File: src/rtl/puf_response_collector_if.sv
// Handshake/bus bundle between the PUF response collector, its mux and its consumer.
// The collector uses the slave modport; the surrounding logic drives the master side.
interface puf_response_collector_if #(
    parameter int unsigned RESP_W = 32,
    parameter int unsigned SEL_W  = 8
);
    localparam int unsigned UNST_W = $clog2(RESP_W + 1);

    logic              i_Start;
    logic [SEL_W-1:0]  i_Challenge;
    logic [SEL_W-1:0]  i_Stride;
    logic [SEL_W-1:0]  o_Sel;
    logic              i_Q;
    logic              o_Busy;
    logic              o_Valid;
    logic              i_Ready;
    logic [RESP_W-1:0] o_Resp;
    logic [UNST_W-1:0] o_Unstable;

    modport slave (
        input  i_Start, i_Challenge, i_Stride, i_Q, i_Ready,
        output o_Sel, o_Busy, o_Valid, o_Resp, o_Unstable
    );

    modport master (
        output i_Start, i_Challenge, i_Stride, i_Q, i_Ready,
        input  o_Sel, o_Busy, o_Valid, o_Resp, o_Unstable
    );
endinterface

File: src/rtl/puf_response_collector.sv
// Walks mux addresses from a challenge, majority-votes each selected PUF bit and
// packs the votes MSB-first into a response word delivered on valid/ready.
module puf_response_collector #(
    parameter int unsigned RESP_W = 32,
    parameter int unsigned SEL_W  = 8,
    parameter int unsigned SETTLE = 4,
    parameter int unsigned VOTES  = 5
) (
    input logic                     i_Clk,
    input logic                     i_Rst_n,
    puf_response_collector_if.slave bus
);
    localparam int unsigned UN_W    = $clog2(RESP_W + 1);
    localparam int unsigned OC_W    = $clog2(VOTES + 1);
    localparam int unsigned CNT_MAX = (SETTLE > VOTES) ? SETTLE : VOTES;
    localparam int unsigned WC_W    = $clog2(CNT_MAX + 1);
    localparam int unsigned BC_W    = $clog2(RESP_W);

    typedef enum logic [2:0] {
        S_IDLE,
        S_SETTLE,
        S_SAMPLE,
        S_SHIFT,
        S_DONE
    } state_t;

    state_t            state;
    logic [SEL_W-1:0]  stride;
    logic [WC_W-1:0]   wait_cnt;
    logic [OC_W-1:0]   ones_cnt;
    logic [BC_W-1:0]   bit_cnt;
    logic              vote_bit;
    logic              split_vote;

    assign vote_bit   = (ones_cnt > OC_W'(VOTES / 2));
    assign split_vote = (ones_cnt != '0) && (ones_cnt != OC_W'(VOTES));

    always_ff @(posedge i_Clk) begin
        if (!i_Rst_n) begin
            state          <= S_IDLE;
            bus.o_Sel      <= '0;
            bus.o_Resp     <= '0;
            bus.o_Unstable <= '0;
            stride         <= '0;
            wait_cnt       <= '0;
            ones_cnt       <= '0;
            bit_cnt        <= '0;
        end else begin
            case (state)
                S_IDLE: begin
                    if (bus.i_Start) begin
                        bus.o_Sel      <= bus.i_Challenge;
                        stride         <= bus.i_Stride;
                        bus.o_Resp     <= '0;
                        bus.o_Unstable <= '0;
                        bit_cnt        <= '0;
                        ones_cnt       <= '0;
                        wait_cnt       <= '0;
                        state          <= S_SETTLE;
                    end
                end
                S_SETTLE: begin
                    if (wait_cnt == WC_W'(SETTLE - 1)) begin
                        wait_cnt <= '0;
                        state    <= S_SAMPLE;
                    end else begin
                        wait_cnt <= wait_cnt + 1'b1;
                    end
                end
                S_SAMPLE: begin
                    ones_cnt <= ones_cnt + OC_W'(bus.i_Q);
                    if (wait_cnt == WC_W'(VOTES - 1)) begin
                        wait_cnt <= '0;
                        state    <= S_SHIFT;
                    end else begin
                        wait_cnt <= wait_cnt + 1'b1;
                    end
                end
                S_SHIFT: begin
                    bus.o_Resp <= {bus.o_Resp[RESP_W-2:0], vote_bit};
                    if (split_vote)
                        bus.o_Unstable <= bus.o_Unstable + UN_W'(1);
                    bus.o_Sel <= bus.o_Sel + stride;
                    ones_cnt  <= '0;
                    if (bit_cnt == BC_W'(RESP_W - 1)) begin
                        state <= S_DONE;
                    end else begin
                        bit_cnt <= bit_cnt + 1'b1;
                        state   <= S_SETTLE;
                    end
                end
                S_DONE: begin
                    // o_Valid is high throughout DONE, so Ready alone completes the handshake
                    if (bus.i_Ready)
                        state <= S_IDLE;
                end
                default: state <= S_IDLE;
            endcase
        end
    end

    assign bus.o_Busy  = (state == S_SETTLE) || (state == S_SAMPLE) || (state == S_SHIFT);
    assign bus.o_Valid = (state == S_DONE);
endmodule

File: src/flat_wrapper.sv
// flat-port wrapper written by rule: the top's interface ports become plain ports
module puf_response_collector_flat 
#(
    parameter int unsigned RESP_W = 32,
    parameter int unsigned SEL_W  = 8,
    parameter int unsigned SETTLE = 4,
    parameter int unsigned VOTES  = 5
)
  (i_Clk, i_Rst_n, bus_i_Start, bus_i_Challenge, bus_i_Stride, bus_i_Q, bus_i_Ready, bus_o_Sel, bus_o_Busy, bus_o_Valid, bus_o_Resp, bus_o_Unstable);
  puf_response_collector_if #(.RESP_W(RESP_W), .SEL_W(SEL_W)) bus_i ();
  input logic i_Clk;
  input logic i_Rst_n;
  input wire logic [$bits(bus_i.i_Start)-1:0] bus_i_Start;
  input wire logic [$bits(bus_i.i_Challenge)-1:0] bus_i_Challenge;
  input wire logic [$bits(bus_i.i_Stride)-1:0] bus_i_Stride;
  input wire logic [$bits(bus_i.i_Q)-1:0] bus_i_Q;
  input wire logic [$bits(bus_i.i_Ready)-1:0] bus_i_Ready;
  output wire logic [$bits(bus_i.o_Sel)-1:0] bus_o_Sel;
  output wire logic [$bits(bus_i.o_Busy)-1:0] bus_o_Busy;
  output wire logic [$bits(bus_i.o_Valid)-1:0] bus_o_Valid;
  output wire logic [$bits(bus_i.o_Resp)-1:0] bus_o_Resp;
  output wire logic [$bits(bus_i.o_Unstable)-1:0] bus_o_Unstable;
  assign bus_i.i_Start = bus_i_Start;
  assign bus_i.i_Challenge = bus_i_Challenge;
  assign bus_i.i_Stride = bus_i_Stride;
  assign bus_i.i_Q = bus_i_Q;
  assign bus_i.i_Ready = bus_i_Ready;
  assign bus_o_Sel = bus_i.o_Sel;
  assign bus_o_Busy = bus_i.o_Busy;
  assign bus_o_Valid = bus_i.o_Valid;
  assign bus_o_Resp = bus_i.o_Resp;
  assign bus_o_Unstable = bus_i.o_Unstable;
  puf_response_collector #(.RESP_W(RESP_W), .SEL_W(SEL_W), .SETTLE(SETTLE), .VOTES(VOTES)) u_core (.i_Clk(i_Clk), .i_Rst_n(i_Rst_n), .bus(bus_i));
endmodule
File: config.mk
export PLATFORM = sky130hd
export DESIGN_NAME = puf_response_collector_flat
export DESIGN_NICKNAME = d
export VERILOG_FILES = /design/src/rtl/puf_response_collector_if.sv /design/src/rtl/puf_response_collector.sv /design/src/flat_wrapper.sv
export SDC_FILE = /design/constraint.sdc
export NUM_CORES = 1
export LEC_CHECK = 0
export ABC_AREA = 1
export CORE_ASPECT_RATIO = 1.4
export CORE_MARGIN = 3
export CORE_UTILIZATION = 50
export DETAILED_ROUTE_END_ITERATION = 8
export DONT_BUFFER_PORTS = 1
export SLEW_MARGIN = 20
export SYNTH_ARGS = -nofsm -noshare
export SYNTH_HDL_FRONTEND = slang
export SYNTH_SLANG_ARGS = --single-unit
File: constraint.sdc
create_clock -name i_Clk -period 3.37 [get_ports i_Clk]
set_input_delay 0.337 -clock i_Clk [delete_from_list [all_inputs] [get_ports i_Clk]]
set_output_delay 0.337 -clock i_Clk [all_outputs]
set_load 0.1 [all_outputs]
-- Word-level counts from Yosys, hierarchy flattened
Cells that the tools add are included.
- output and inout bits: 48
- register bits: 68
- logic and storage cells: 64
- equality and inequality tests: 14
- reduce and logical (&&, ||, !) cells: 15
- add/sub/neg operators: 5
- magnitude comparators: 1
- mux-type cells: 21
- operators with widths (operator ; count):
    32-bit one-hot mux with 2 select lines ; 1
    32-bit two-way mux ; 1
    3-bit two-way mux ; 8
    3-bit one-hot mux with 3 select lines ; 2
    8-bit one-hot mux with 2 select lines ; 1
    3-bit one-hot mux with 5 select lines ; 1
    6-bit two-way mux ; 2
    6-bit one-hot mux with 2 select lines ; 1
    5-bit two-way mux ; 2
    5-bit one-hot mux with 2 select lines ; 1
    3-bit by 2-bit equality test with 1-bit output (second input constant) ; 3
    3-bit nonzero test ; 3
    8-bit adder ; 1
    8-bit two-way mux ; 1
    2-bit AND reduction ; 4
    6-bit by 1-bit adder with 6-bit output (second input constant) ; 1
    3-bit equality test (second input constant) ; 2
    2-bit by 1-bit != test with 1-bit output (second input constant) ; 3
    2-bit != test (second input constant) ; 3
    3-bit AND reduction ; 2
    5-bit by 1-bit adder with 5-bit output (second input constant) ; 1
    5-bit equality test (second input constant) ; 1
    4-bit AND reduction ; 1
    3-bit by 1-bit adder with 3-bit output ; 1
    8 further kinds ; 9

-- Logic depth before layout (Yosys ltp)
Gate-level depths: netlist of the first run.
- depth after elaboration: 4
- mapped depth: 12
- mapped depth without buffers: 12

-- Worst setup path after synthesis of the first run
Ideal clock, no wire load.
- path kind: register to register
- from: register u_core.state[2]
- to: register u_core.state[0]
- path slack: 109 ps
- arrival: 3133 ps
- path buffers: 0
- library setup time: 128 ps
- stages on the path, launching flop included: 8
- cell sequence: dfxtp_1 inv_1 nor3_1 nand2_1 o21ai_0 nor2_1 a21oi_1 nor2_1
- longest elaborated chain between the ends: 3
- elaborated cells on any way between the ends: 11
- classes of those cells: 8 x eq/ne; 1 x mux; 2 x reduce/logical
- RTL lines (element ; RTL line ; text):
    start: declaration ; puf_response_collector.sv:27 ; state_t state;
    start signal: assignment ; puf_response_collector.sv:40 ; state <= S_IDLE;
    start signal: assignment ; puf_response_collector.sv:59 ; state <= S_SETTLE;
    start signal: assignment ; puf_response_collector.sv:65 ; state <= S_SAMPLE;
    3-bit equality test (*) ; - ;
    via bus_o_Valid ; flat_wrapper.sv:20 ; output wire logic [$bits(bus_i.o_Valid)-1:0] bus_o_Valid;
    2-bit != test (no source line) ; - ;
    4-bit AND reduction (no source line) ; - ;
Mark *: on every way through the listed nets, which the timed path passes. The rest lies on a longest branch.
A chain may end at the register's enable or synchronous reset.

-- Worst setup path after layout of the first run
- from: register u_core.state[0]
- to: register u_core.bit_cnt[2]
- longest elaborated chain between the ends: 3
- elaborated cells on any way between the ends: 7
- classes of those cells: 3 x eq/ne; 1 x mux; 3 x reduce/logical
- RTL lines (element ; RTL line ; text):
    3-bit by 2-bit equality test with 1-bit output / 3-bit logical NOT (equally long branches) ; puf_response_collector.sv:49 ; case (state)
    2-bit != test (no source line) / 2-bit nonzero test (equally long branches) ; - ;
    3-bit AND reduction (no source line) ; - ;
    end signal: assignment ; puf_response_collector.sv:88 ; bit_cnt <= bit_cnt + 1'b1;
    end: declaration ; puf_response_collector.sv:31 ; logic [BC_W-1:0] bit_cnt;
Several ways; a longest one is shown, not always the timed one.

==> results.md, run 1 <==
* Outcome: finished, final reports clean
* First-iteration detailed-routing DRC count at roughly 110
* Tightest Pin Transition at 1.09 ns
* VDD IR-drop max at 0.000347 V
* Worst R2R End: u_core.bit_cnt[2]
* Cells after DPL at between 500 and 600
* Max cap viols at 0
* Post-route insts no fill at roughly 530
* Yosys warns at 0
* Antenna violations before repair at 0
* Max-slew headroom at 0.271
* Final hold slack at about 0.12 ns
* Post-Route Setup TNS at 0 ns
* GRT Total Usage at 0.205
* CP Capture Type: register
* Layout cell share with drive strength beyond 1 at 0.108
* Clock power share at 0.241
* Worst Setup EP: u_core.bit_cnt[2]
* CTS Buffer Depth at 2
* Combinational Power Share at 0.409
* Top Ports at a little under 70
* Vias per cell at about 5.2
* Total gr overflow at 0
* Syn_nets at approximately 480
* PD cells at between 700 and 800 mW/mm²
* Hold Buf Count CTS at 0
* GPL Wtd Cong at 0.859
* Die Span X at approximately 73 µm
* Worst reg-to-reg path cell count at 9
* CP max FO at 14
* Fillcell total at 582
* Arr. time, crit path at about 2.4 ns
* Htree depth at 3
* Critical Path Start Type: register
* Final Hold Fails at 0
* P_sw at around 1200 µW
* DRC at 0
* Area added between synthesis and finish at 11.2%
* Net Sw Frac at 0.445
* Pleak at approximately 0.0014 µW
* FF-to-FF Start: u_core.state[0]
* Post-synthesis sequential area ratio at 0.432
* Fin nets at 488
* Root Driver: clkbuf_8
* RSZ-0062 raised after global routing: false
* Final ANT Viol Nets at 0
* Avg Inst Size Synth at between 7 and 8 µm²
* CTS sink count at 68
* Setup Skew at 0.00718 ns
* Slew Viols, Final at 0
* Final min period at between 2 and 2.5 ns
* Die height at 99.9 µm
* I/O Buffers at 0
* Commonest non-fill, non-tap cell in the layout: nand2_1
* Mapped Area at ~0.0031 mm²
* Critical Path Source: u_core.state[0]
* Clock-pin slew on the worst setup and hold paths at 0.07 ns
* Critical Path RT at ~3.6 ns
* Crit Path Class: register to register
* Placed cell area at 0.00331 mm²
* Clock Latency Late Sink at about 0.34 ns
* Cell Rows at 33
* Routed WL at 7060 µm
* Period utilisation layout at 0.638
* TritonRoute pass-1 iters at 4
* Mapped Cells at approximately 440
* Core Box Area at between 0.005 and 0.006 mm²
* Largest net degree at the start of global routing at 36
* # diodes at 0
* Routed wire per std cell at around 13 µm
* Global-route wire length before repair at approximately 12000 µm
* CTS tree: yes
* R2R Setup Slk at between 1 and 1.5 ns
* Final Setup Violations at 0
* Worst Hold Class: primary input to register
* Dpl hpwl at about 5000 µm
* Sequential power share at 0.350
* Number of distinct library cells after synthesis at 27
* Pint at 1500 µW
* Setup bufs post-CTS at 0
* Via count at 2747
* Fmax at 465 MHz
* Post_cts resized at 0
* Flops & latches, synth at slightly below 70
* Most frequent cells in the layout: nand2_1 (132), dfxtp_1 (68), a21oi_1 (59), nor2_1 (40), inv_1 (32)
* TritonCTS Buffers at 9
* Vias in the first global route at 2605
* Post-route cell area at approximately 0.0035 mm²
* Starting Density at 0.526
* DIE AREA at between 0.007 and 0.008 mm²
* Final core utilization at 0.585
## through the flow
step                      worst slack, ns  total power, µW
after floorplan                     0.109             1860
after detailed placement             1.19             2080
after CTS                            1.19             2730
after global routing                0.940             2890
after global placement               1.24             2060
final                                1.22             2700
## cell usage after synthesis (all sizes together)
cell type | count | area, µm²
a211oi | 1 | 7.51
a21oi | 59 | 295
a31oi | 2 | 12.5
buf | 12 | 68.8
clkbuf | 5 | 18.8
dfxtp | 68 | 1360
fa | 1 | 20.0
ha | 16 | 200
inv | 36 | 135
nand2 | 135 | 524
nand3 | 20 | 100
nand3b | 3 | 22.5
nor2 | 43 | 166
nor3 | 7 | 46.3
o21ai | 22 | 110
o22ai | 1 | 6.26
or2 | 3 | 18.8
xnor2 | 2 | 17.5
xor2 | 2 | 17.5
## routing by layer
metal / routed length, µm / global-route usage / vias up
li1: - / - / 1431
met1: 3010 / 0.237 / 1239
met2: 3460 / 0.347 / 64
met3: 479 / 0.0701 / 13
met4: 119 / 0.0682 / 0
met5: 0 / 0 / -
## worst max-delay path, stage by stage, from the launching register on
cell and delay, ns:
dfxtp_1 0.37, nor2_1 0.20, nand2_1 0.11, nor2_2 0.49, inv_2 0.29, nand2_4 0.21, nand2_2 0.13, inv_2 0.09
nand3_1 0.07, a21oi_1 0.13
## worst min path at each step
| stage | start | to | cells past startpoint |
|---|---|---|---|
| 6_report | i_Rst_n | u_core.ones_cnt[2] | 2 |
| 2_1_floorplan | u_core.bit_cnt[4] | u_core.bit_cnt[4] | 2 |
| 5_1_grt | i_Rst_n | u_core.ones_cnt[2] | 2 |
| 3_5_place_dp | i_Rst_n | u_core.ones_cnt[2] | 2 |
| 4_1_cts | i_Rst_n | u_core.ones_cnt[2] | 2 |
| 3_3_place_gp | u_core.bit_cnt[4] | u_core.bit_cnt[4] | 2 |
## flip-flops by register name, summed over array words and instances (netlist names)
name	flops
u_core.bit_cnt	5
u_core.bus.o_Resp	32
u_core.bus.o_Sel	8
u_core.bus.o_Unstable	6
u_core.ones_cnt	3
u_core.state	3
u_core.stride	8
u_core.wait_cnt	3
## power by group through the flow
stage	Clock, µW	Combinational, µW	Sequential [µW]
6_report	650	1100	945
5_1_grt	708	1230	954
4_1_cts	671	1120	944
3_5_place_dp	0	1110	963
3_3_place_gp	0	1100	960
2_1_floorplan	0	647	1220
## kinds of logic (layout without fill, tap and decap cells)
family | count (synthesis) | in the layout | synth area share
AND/OR/NAND/NOR | 211 | 211 | 0.279
AO/OA/AOI/OAI | 85 | 85 | 0.137
flip-flops | 68 | 68 | 0.432
buffers and inverters | 53 | 70 | 0.0707
adder cells (fa/ha/maj) | 17 | 17 | 0.0699
XOR/XNOR | 4 | 4 | 0.0111
## area by class of cell
type	count	area, µm²	share of cell area
Clock inverter	7	67.6	0.0193
Multi-Input combinational cell	317	1570	0.449
Inverter	36	135	0.0386
Clock buffer	9	124	0.0354
Timing Repair Buffer	18	155	0.0443
Tap cell	70	87.6	0.0250
Sequential cell	68	1360	0.389
No activity file was read; power rests on OpenSTA's default activity.
==> run 2: changes to the inputs <==
==> constraint.sdc (replaced) <==
create_clock -name i_Clk -period 2.06 [get_ports i_Clk]
set_input_delay 0.206 -clock i_Clk [delete_from_list [all_inputs] [get_ports i_Clk]]
set_output_delay 0.206 -clock i_Clk [all_outputs]
set_load 0.1 [all_outputs]
==> results.md, run 2 (synthesized netlist as in run 1, its figures left out) <==
* Final core utilization at 0.645
* Placed cell area at about 0.0036 mm²
* Tightest Pin Transition at approximately 0.51 ns
* Largest net degree at the start of global routing at 42
* TritonRoute pass-1 iters at 6
* Fmax at 558 MHz
* Overall power at 4670 µW
* Max-slew headroom at 0.659
* Layout cell share with drive strength beyond 1 at 0.181
* TritonCTS Buffers at 9
* Arr. time, crit path at 2.02 ns
* Final Hold Fails at 0
* Setup Skew at roughly 0.0086 ns
* CTS tree: yes
* Die Span X at between 70 and 80 µm
* Cell Rows at 33
* Final worst setup slack at roughly 0.27 ns
* Area added between synthesis and finish at 22.6%
* Max cap viols at 0
* Regs by FF count: u_core.bus.o_Resp x32, u_core.bus.o_Sel x8, u_core.stride x8
* CP max FO at 14
* Global-route wire length before repair at around 12000 µm
* Commonest non-fill, non-tap cell in the layout: nand2_1
* I/O Buffers at 0
* Critical path buffer and inverter count at 1
* Total gr overflow at 0
* Fin nets at around 530
* CP Cell Sequence: nor2_1 -> nand2_1 -> nor2_4 -> inv_2 -> nand2_4 -> nand2_2 -> o21ai_0 -> a21oi_1
* VDD IR-drop max at roughly 0.00064 V
* Clock Latency Late Sink at 0.34 ns
* Max FFs per register at 32
* PD cells at approximately 1200 mW/mm²
* Routed WL at approximately 7400 µm
* Critical Path Start Type: register
* First-iteration detailed-routing DRC count at 100
* Clock-pin slew on the worst setup and hold paths at ~0.080 ns
* Dpl hpwl at about 5200 µm
* Most frequent cells in the layout: nand2_1 (132), dfxtp_1 (64), a21oi_1 (59), buf_4 (54), nor2_1 (40)
* Antenna violations before repair at 0
* Via count at ~2900
* CTS Buffer Depth at 2
* Post-Route Setup TNS at 0 ns
* Die height at roughly 100 µm
* Critical Path Max Stage Delay at around 0.38 ns
* Routed wire per std cell at between 10 and 15 µm
* # diodes at 0
* Post-route cell area at 0.00386 mm²
* Slew Viols, Final at 0
* Vias in the first global route at 2798
* GPL Wtd Cong at about 0.85
* Crit Path Class: register to register
* Final Setup Violations at 0
* Htree depth at 3
* Core Box Area at approximately 0.006 mm²
* Slowest cell on the critical path: dfxtp_1
* CTS sink count at 68
* Pleak at approximately 0.0017 µW
* Worst slack, placed at between 0.15 and 0.2 ns
* RSZ-0062 raised after global routing: false
* Worst Hold Class: primary input to register
* Period utilisation layout at 0.871
* DRC at 0
* Starting Density at 0.526
* Vias per cell at approximately 5.1
* Root Driver: clkbuf_8
* DIE AREA at between 0.007 and 0.008 mm²
* Final ANT Viol Nets at 0
* Critical Path RT at about 2.3 ns
* Most flops, register: u_core.bus.o_Resp
* GRT Total Usage at 0.212
* Outcome: finished, final reports clean
* Setup bufs post-CTS at 0
* Top Ports at about 70
* Final min period at approximately 1.8 ns
* CP Capture Type: register
* CP delay by family, top: simple AND/OR/NAND/NOR gates
-- run 2: changes by cell type in the layout (fill, tap and decap cells not counted), moves of 2 or more --
| cell | previous run | this run |
|---|---|---|
| dfxtp_2 | 0 | 4 |
| dfxtp_1 | 68 | 64 |
| dlygate4sd3_1 | 0 | 4 |
| clkinvlp_4 | 3 | 1 |
| buf_4 | 17 | 54 |
-- run 2: final timing paths --
check                          end  cells past startpoint                  start  slack (ns)
max              u_core.bit_cnt[2]                      8        u_core.state[0]        0.27
min               u_core.stride[2]                      2        bus_i_Stride[2]        0.02
max reg2reg      u_core.bit_cnt[2]                      8        u_core.state[0]        0.27
min reg2reg  u_core.bus.o_Resp[23]                      2  u_core.bus.o_Resp[23]        0.46
-- run 2: metrics by stage --
| stage | hold slack, ns | cells |
|---|---|---|
| 2_1_floorplan | 0.331 | 438 |
| 3_3_place_gp | 0.335 | 546 |
| 3_5_place_dp | 0.342 | 546 |
| 4_1_cts | 0.00143 | 566 |
| 5_1_grt | 0.00665 | 566 |
| 6_report | 0.0172 | 566 |
-- run 2: per-layer routing --
metal  track usage  wire length, µm  vias to the layer above
met1         0.239             3100                     1302
met3        0.0571              365                        8
met5             0                0                        -
met2         0.378             3820                       52
li1              -                -                     1517
met4        0.0710               82                        0
-- run 2: final cells by class --
class                           count  area, µm²
Tap cell                           70       87.6
Clock inverter                      6       86.3
Sequential cell                    68       1370
Inverter                           36        135
Fill cell                         564       2120
Multi-Input combinational cell    317       1580
Timing Repair Buffer               59        465
Clock buffer                       10        138
-- run 2: report_power, final --
group	switching (µW)	internal [µW]	total [µW]
combinational	1370	487	1850
clock	518	715	1230
sequential	115	1460	1580
-- run 2: what timing repair did --
item | in CTS | in global routing
endpoints found under the hold margin | 15 | 0
endpoints found under the setup margin | 0 | 3
resized for setup | 0 | 1
hold buffers | 4 | 0
==> run 3: changes to the inputs <==
--- a/config.mk
+++ b/config.mk
@@ -11,7 +11,9 @@
 export CORE_UTILIZATION = 50
 export DETAILED_ROUTE_END_ITERATION = 8
 export DONT_BUFFER_PORTS = 1
+export GPL_ROUTABILITY_DRIVEN = 0
 export SLEW_MARGIN = 20
 export SYNTH_ARGS = -nofsm -noshare
 export SYNTH_HDL_FRONTEND = slang
 export SYNTH_SLANG_ARGS = --single-unit
+export TNS_END_PERCENT = 50
==> results.md, run 3 (synthesized netlist as in run 1, its figures left out) <==
* Outcome: finished, final reports clean
* First-iteration detailed-routing DRC count at between 100 and 150
* Critical Path Start Type: register
* DRC at 0
* Regs by FF count: u_core.bus.o_Resp x32, u_core.bus.o_Sel x8, u_core.stride x8
* Max-slew headroom at 0.681
* Die Span X at ~73 µm
* Routed WL at roughly 7400 µm
* Starting Density at 0.526
* Slowest cell on the critical path: dlygate4sd3_1
* Area of the multi-input gates at approximately 0.0016 mm²
* Fillcell total at 550
* Crit Path Class: register to register
* Final Setup Violations at 0
* Global-route wire length before repair at approximately 12000 µm
* Arr. time, crit path at between 2 and 2.5 ns
* Root Driver: clkbuf_8
* Antenna violations before repair at 0
* Critical Path Max Stage Delay at 0.55 ns
* Die height at 99.9 µm
* CTS tree: yes
* Overall power at 4390 µW
* Fmax at approximately 520 MHz
* Dpl hpwl at between 5000 and 6000 µm
* Most frequent cells in the layout: nand2_1 (132), dfxtp_1 (68), a21oi_1 (59), buf_4 (56), nor2_1 (40)
* Fin nets at 530
* Max cap viols at 0
* # diodes at 0
* TritonCTS Buffers at 9
* Setup Skew at 0.00919 ns
* Slew Viols, Final at 0
* CP Capture Type: register
* CP Cell Sequence: nor2_1 -> nand2_1 -> nor2_2 -> inv_2 -> nor2_1 -> nor2_1 -> dlygate4sd3_1
* Routed wire per std cell at 13.1 µm
* Vias per cell at between 5 and 6
* Final min period at ~1.9 ns
* CTS Buffer Depth at 2
* Top Ports at between 60 and 70
* Via count at 2919
* Layout cell share with drive strength beyond 1 at 0.167
* Setup bufs post-CTS at 0
* Worst Hold Class: primary input to register
* Post-Route Setup TNS at 0 ns
* Period utilisation layout at 0.932
* VDD IR-drop max at around 0.00060 V
* R2R Setup Slk at 0.14 ns
* Clock-pin slew on the worst setup and hold paths at 0.08 ns
* Commonest non-fill, non-tap cell in the layout: nand2_1
* Vias in the first global route at approximately 2800
* TritonRoute pass-1 iters at 4
* Max FFs per register at 32
* Final Hold Fails at 0
* Most flops, register: u_core.bus.o_Resp
* CP max FO at 14
* Cell Rows at 33
* PD cells at around 1200 mW/mm²
* Largest net degree at the start of global routing at 33
* Total gr overflow at 0
* Most frequent CP cell: nor2_1
* Register area at 0.00136 mm²
* I/O Buffers at 0
* GRT Total Usage at 0.214
* Pleak at approximately 0.0016 µW
* Htree depth at 3
* Area added between synthesis and finish at 20.5%
* DIE AREA at 0.00730 mm²
* Final ANT Viol Nets at 0
* RSZ-0062 raised after global routing: false
* Core Box Area at roughly 0.0060 mm²
* Tightest Pin Transition at 0.476 ns
* Clock Latency Late Sink at roughly 0.33 ns
* CTS sink count at between 60 and 70
* Critical Path RT at between 2 and 2.5 ns
==> run 3: cell types whose count changed in the layout (fill, tap and decap cells not counted) <==
cell | before | now
buf_4 | 54 | 56
dfxtp_2 | 4 | 0
clkinv_2 | 2 | 0
clkbuf_1 | 0 | 3
bufinv_16 | 2 | 0
dfxtp_1 | 64 | 68
nor2_2 | 2 | 3
buf_12 | 1 | 0
inv_6 | 1 | 0
clkbuf_8 | 10 | 11
nor2_4 | 1 | 0
==> run 3: power breakdown <==
part	internal, µW	switching, µW	total [µW]
logic	485	1360	1840
clock network	499	476	975
registers	1460	114	1570
==> run 3: routing by layer <==
layer,track usage,vias up,share of wire
met5,0,-,0
met3,0.0441,11,0.049
met2,0.379,66,0.51
met1,0.247,1330,0.43
met4,0.0838,0,0.018
li1,-,1512,-
==> run 3: cell type report <==
type	count	area share
clock buffer	14	0.0429
clock inverter	1	0.00198
inverter	36	0.0356
multi-input combinational	317	0.416
sequential	68	0.359
tap	70	0.0231
timing repair buffer	60	0.121
==> run 3: worst max-delay path, delay by kind of cell (launching register included) <==
kind | cells | cell delay (ns)
buffers and inverters | 2 | 0.73
DFF | 1 | 0.38
and+or+nand+nor | 5 | 0.71
==> run 3: stage by stage <==
stage          instances   util  hold slack [ns]  setup WS (ns)  instance area (µm²)
6_report             566  0.634           0.0232          0.141                 3790
5_1_grt              566  0.634           0.0152         0.0111                 3790
4_1_cts              566  0.634          0.00510          0.146                 3790
3_5_place_dp         547  0.599            0.345          0.223                 3580
3_3_place_gp         547  0.599            0.336          0.304                 3580
2_1_floorplan        438      -            0.331         -0.204                 3160
==> run 3: worst paths after layout <==
kind	endpoint	depth (start not counted)	startpoint
max	u_core.stride[6]	7	u_core.state[0]
min	u_core.stride[3]	2	bus_i_Stride[3]
max reg2reg	u_core.stride[6]	7	u_core.state[0]
min reg2reg	u_core.bit_cnt[4]	2	u_core.bit_cnt[4]
==> run 3: timing repair <==
action | 4_1_cts | 5_1_grt
endpoints found under the hold margin | 13 | 0
resized for setup | 0 | 0
setup endpoints to repair | 0 | 1
hold buffers | 4 | 0
